File: src/rtl/seq_datapath.sv
// rtl/seq_datapath.sv - single-bus datapath (regfile, Y, Z, HI/LO, ALU) with internal step sequencer
module seq_datapath #(
  parameter int DATA_W   = 32,
  parameter int NUM_REGS = 16,
  parameter int REG_AW   = 4,
  parameter int OP_W     = 5
) (
  input  logic              clock,
  input  logic              clear,
  input  logic              op_valid,
  output logic              op_ready,
  input  logic [OP_W-1:0]   opcode,
  input  logic [REG_AW-1:0] ra,
  input  logic [REG_AW-1:0] rb,
  input  logic [REG_AW-1:0] rc,
  input  logic              use_imm,
  input  logic [DATA_W-1:0] imm,
  input  logic              ld_en,
  input  logic [REG_AW-1:0] ld_addr,
  input  logic [DATA_W-1:0] ld_data,
  input  logic [REG_AW-1:0] rd_addr,
  output logic [DATA_W-1:0] rd_data,
  output logic [DATA_W-1:0] hi,
  output logic [DATA_W-1:0] lo,
  output logic              done,
  output logic              err,
  output logic [DATA_W-1:0] result
);

  localparam int SHW = (DATA_W > 1) ? $clog2(DATA_W) : 1;

  typedef enum logic [2:0] {S_IDLE, S_LDY, S_EXE, S_WB, S_WBH} state_t;

  state_t state_q, state_d;

  logic [DATA_W-1:0] regs [NUM_REGS];
  logic [DATA_W-1:0] y_q, zhi_q, zlo_q;
  logic [OP_W-1:0]   opcode_q;
  logic [REG_AW-1:0] ra_q, rb_q, rc_q;
  logic              use_imm_q;
  logic [DATA_W-1:0] imm_q;

  logic                accept, op_bad, is_mul;
  logic [DATA_W-1:0]   rb_val, rc_val, b_val;
  logic [2*DATA_W-1:0] alu_out;

  function automatic logic in_range(input logic [REG_AW-1:0] idx);
    return (32'(idx) < NUM_REGS);
  endfunction

  assign op_ready = (state_q == S_IDLE);
  assign accept   = op_valid && op_ready;

  assign rd_data = in_range(rd_addr) ? regs[rd_addr] : '0;
  assign rb_val  = in_range(rb_q) ? regs[rb_q] : '0;
  assign rc_val  = in_range(rc_q) ? regs[rc_q] : '0;
  assign b_val   = use_imm_q ? imm_q : rc_val;

  assign op_bad = (opcode_q > OP_W'(8)) || !in_range(ra_q) || !in_range(rb_q) || !in_range(rc_q);
  assign is_mul = (opcode_q == OP_W'(8));

  always_comb begin
    alu_out = '0;
    case (opcode_q)
      OP_W'(0): alu_out[DATA_W-1:0] = y_q + b_val;
      OP_W'(1): alu_out[DATA_W-1:0] = y_q - b_val;
      OP_W'(2): alu_out[DATA_W-1:0] = y_q & b_val;
      OP_W'(3): alu_out[DATA_W-1:0] = y_q | b_val;
      OP_W'(4): alu_out[DATA_W-1:0] = y_q << b_val[SHW-1:0];
      OP_W'(5): alu_out[DATA_W-1:0] = y_q >> b_val[SHW-1:0];
      OP_W'(6): alu_out[DATA_W-1:0] = ~y_q;
      OP_W'(7): alu_out[DATA_W-1:0] = '0 - y_q;
      OP_W'(8): alu_out = {{DATA_W{1'b0}}, y_q} * {{DATA_W{1'b0}}, b_val};
      default:  alu_out = '0;
    endcase
  end

  always_comb begin
    state_d = state_q;
    case (state_q)
      S_IDLE:  if (op_valid) state_d = S_LDY;
      S_LDY:   state_d = S_EXE;
      S_EXE:   state_d = S_WB;
      // an erroring MUL skips the HI step, just like any other erroring op
      S_WB:    state_d = (is_mul && !op_bad) ? S_WBH : S_IDLE;
      S_WBH:   state_d = S_IDLE;
      default: state_d = S_IDLE;
    endcase
  end

  always_ff @(posedge clock or negedge clear) begin
    if (!clear) begin
      state_q   <= S_IDLE;
      for (int i = 0; i < NUM_REGS; i++) regs[i] <= '0;
      y_q       <= '0;
      zhi_q     <= '0;
      zlo_q     <= '0;
      hi        <= '0;
      lo        <= '0;
      result    <= '0;
      done      <= 1'b0;
      err       <= 1'b0;
      opcode_q  <= '0;
      ra_q      <= '0;
      rb_q      <= '0;
      rc_q      <= '0;
      use_imm_q <= 1'b0;
      imm_q     <= '0;
    end else begin
      state_q <= state_d;
      done    <= 1'b0;
      err     <= 1'b0;
      if (accept) begin
        opcode_q  <= opcode;
        ra_q      <= ra;
        rb_q      <= rb;
        rc_q      <= rc;
        use_imm_q <= use_imm;
        imm_q     <= imm;
      end
      // preload lands before LDY samples, so an op accepted on the same edge sees it
      if (state_q == S_IDLE && ld_en && in_range(ld_addr)) regs[ld_addr] <= ld_data;
      case (state_q)
        S_LDY: y_q <= rb_val;
        S_EXE: {zhi_q, zlo_q} <= alu_out;
        S_WB: begin
          if (!op_bad) begin
            if (is_mul) lo <= zlo_q;
            else        regs[ra_q] <= zlo_q;
            result <= zlo_q;
          end
          if (!(is_mul && !op_bad)) begin
            done <= 1'b1;
            err  <= op_bad;
          end
        end
        S_WBH: begin
          hi   <= zhi_q;
          done <= 1'b1;
        end
        default: ;
      endcase
    end
  end

endmodule

File: config.mk
export PLATFORM = sky130hd
export DESIGN_NAME = seq_datapath
export DESIGN_NICKNAME = d
export VERILOG_FILES = /design/src/rtl/seq_datapath.sv
export SDC_FILE = /design/constraint.sdc
export NUM_CORES = 2
export LEC_CHECK = 0
export CAP_MARGIN = 10
export CORE_MARGIN = 2
export CORE_UTILIZATION = 25
export CTS_CLUSTER_DIAMETER = 30
export DETAILED_ROUTE_END_ITERATION = 10
export PLACE_DENSITY = 0.37
export SLEW_MARGIN = 15
export SYNTH_ARGS = -nofsm -noshare
export SYNTH_HDL_FRONTEND = slang
export SYNTH_SLANG_ARGS = --single-unit
export TNS_END_PERCENT = 1
File: constraint.sdc
create_clock -name clock -period 12.6 [get_ports clock]
set_input_delay 1.26 -clock clock [delete_from_list [all_inputs] [get_ports clock]]
set_output_delay 1.26 -clock clock [all_outputs]
set_load 0.05 [all_outputs]
==> key figures <==
Critical path
  • Critical path class: flip-flop to flip-flop
  • Worst reg2reg path depth: 27
  • Most used cell, CP: fa_1
  • CP Launch Type: flip-flop
  • Slowest stage delay, CP: 0.99 ns
  • Worst path slowest cell: a221oi_4
  • Reg-to-reg startpoint: rc_q[0]
  • WP data arrival: 11.94 ns
  • R2R Path End: zhi_q[29]
  • Req. time, crit path: 13.30 ns
  • CP bufs+invs: 4
  • Critical path fanouts, max: 39
  • Critical path endpoint category: flip-flop
  • R2R Setup Slk: 1.36 ns
  • CP top delay family: adder cells

Route
  • Via Count: 67300
  • Router iterations before antenna repair: 7
  • Via-to-Cell Ratio: 5.09
  • Total wire length: 383 mm
  • Antenna-violating nets left: 0
  • DRC viols: 0
  • DR iter-0 viols: 5419
  • Wire per inst: 29.0 microns

Clock tree
  • Clock transition at path regs: 0.05 ns
  • CTS tree: built
  • Worst-Skew Late Latency: 0.85 ns
  • Root Driver: clkbuf_16
  • # resized after CTS: 0
  • Post-CTS setup buffers: 0
  • Clock Path Buffers: 4
  • CTS sink cnt: 759
  • CTS buffer count: 226
  • Hold-fix buffers, CTS: 0
  • CTS H-tree lvls: 4

Final layout
  • Layout area overhead: 18.4%
  • Commonest non-fill, non-tap cell in the layout: nand2_1
  • Final non-filler cell total: 13200
  • Final instance area: 0.100 sq mm
  • Commonest non-fill, non-tap cells in the layout: nand2_1 (1372), fa_1 (897), inv_1 (882)
  • Fraction of layout cells with a size suffix above 1: 15.9%
  • Nets: 9796

Synthesis
  • Synth async-reset ratio: 100%
  • Syn_nets: 9835
  • Distinct cell type count after synthesis: 93
  • Top_reg_cell synth: dfrtp_1
  • Syn Std Cell Area: 0.0845 sq mm
  • Synthesized area per cell: 9.89 sq um
  • Synthesized flop and latch total: 759
  • Syn Inst Count: 8545
  • Sequential area share after synthesis: 22.5%
  • Warnings, synthesis: 0
  • Number of synthesized flops with an enable pin: 0

GRT
  • Total GRT Usage: 22.3%
  • Antenna violations before repair: 36
  • Pin count of the biggest net entering global routing: 137
  • Grt total ovfl: 0
  • First-pass GRT wire length: 552 mm
  • Vias in the first global route: 72100

Placement
  • Detailed placement HPWL: 265 mm
  • Port buffer count: 224
  • Placed Instances: 12800
  • Post-DP Area: 0.0919 sq mm
  • Global placement routability congestion: 0.917
  • Worst slack, placed: 1.39 ns

Floorplanning
  • Die H: 585 microns
  • Starting density of the core: 25.1%
  • I/O pin count: 225
  • Core footprint: 0.337 sq mm
  • Floorplan row count: 213
  • Die ar.: 0.343 sq mm
  • Die Wd: 585 microns

Status
  • Status: complete, no violations

STA
  • Max-slew violations: 0
  • Period Utilization, post-route: 89.2%
  • Setup violations, final: 0
  • Setup WS post-layout: 1.36 ns
  • Fin. Hold Viols: 0
  • Max Clk Rate: 0.0890 GHz
  • Unrepaired setup endpoints after global routing: no
  • Setup TNS: 0 ns
  • Clock skew: 0.0603 ns
  • Worst-Margin Slew: 1.22 ns
  • Slew Limit Headroom: 18.8%
  • Minimum clock period: 11.24 ns

Flow run
  • Max-cap violations: 0

Min path
  • Worst min path class: input port to async pin
[flip-flops by register name, summed over array words and instances (netlist names), 32 cells and up]
name / cells
regs: 512
hi: 32
imm_q: 32
lo: 32
result: 32
y_q: 32
zhi_q: 32
zlo_q: 32
[layer usage]
| metal | track usage [%] | share of wire [%] | vias to the layer above |
|---|---|---|---|
| met5 | 0 | 0.042 | - |
| li1 | - | - | 28800 |
| met4 | 7.45 | 3.6 | 28 |
| met2 | 36.8 | 47 | 2428 |
| met3 | 3.21 | 5.5 | 612 |
| met1 | 29.9 | 44 | 35500 |
[cells in the mapped netlist (all sizes together) (7+ instances only)]
cell type,n,area [sq um]
nor3b,11,82.6
o21bai,18,135
a221oi,51,527
a31oi,51,325
nor2,200,751
ha,299,3740
o21a,12,90.1
nor3,49,255
a211o,9,78.8
mux2,190,2140
buf,140,723
o221ai,11,96.3
a2111oi,7,73.8
nand2b,15,93.8
o211ai,52,390
or3,16,105
nand3,65,330
and2,415,2600
a21o,44,330
and3,43,269
a21oi,173,866
clkbuf,586,2200
o21ai,703,3520
o22ai,26,163
fa,897,18000
xnor2,92,806
nor4,15,109
a22oi,22,165
nand4,26,163
mux2i,639,6400
mux4,437,9840
a211oi,18,135
dfrtp,759,19000
nand2,1383,5190
inv,885,3320
xor2,43,377
o31ai,14,110
nor2b,39,244
[per-stage QoR]
step	hold WS (ns)	util, %
finish	0.408	29.7
detailed placement	0.463	27.3
global route	0.426	29.7
floorplan	0.443	-
global placement	0.462	27.3
CTS	0.383	29.7
[cells by family (layout without fill, tap and decap cells)]
kind of cell    count (synthesis)  count (layout)  synth area share [%]
xor+xnor                      135             135                  1.40
flops                         759             759                  22.5
buf+inv                      1614            1761                  7.41
simple gates                 2300            2300                  12.3
mux                          1266            1266                  21.8
compound gates               1272            1272                  8.96
other cells                     0              14                     0
fa+ha+maj                    1199            1199                  25.7
[worst register-to-register path: stages, from the launching register on]
cell      delay [ns]
dfrtp_4         0.74
buf_12          0.39
buf_12          0.43
mux4_2          0.37
mux2i_1         0.20
a221oi_4        0.99
buf_4           0.53
nand2_1         0.14
fa_1            0.51
inv_1           0.05
fa_1            0.46
fa_1            0.50
fa_1            0.57
fa_1            0.47
fa_1            0.53
fa_1            0.43
ha_1            0.33
ha_1            0.45
and3_1          0.25
nand4_1         0.21
nor3_1          0.60
nand3_1         0.14
a21oi_1         0.75
o31a_1          0.31
o21ai_0         0.22
o21ai_0         0.26
xnor2_1         0.17
o21ai_0         0.10
[layout make-up]
cell class                      instances  area (sq um)
Fill cell                           34900        237000
Inverter                              888          3340
Sequential cell                       759         19000
Tap cell                             4515          5650
Clock inverter                        124          1730
Multi-Input combinational cell       6172         59800
Timing Repair Buffer                  459          4120
Antenna cell                           14          35.0
Clock buffer                          290          6330
[worst max-delay path by stage]
stage,startpoint,to,slack [ns],cells past startpoint
after floorplan,rc_q[0],zhi_q[28],3.15,34
after global placement,rc_q[0],zhi_q[29],1.47,27
after detailed placement,rc_q[0],zhi_q[29],1.39,27
after CTS,rc_q[0],zhi_q[29],1.37,27
after global routing,rc_q[0],zhi_q[29],1.07,27
final,rc_q[0],zhi_q[29],1.36,27
Power is not shown: default switching activity piles up to over one toggle a cycle in this logic, so the estimate is an artifact.
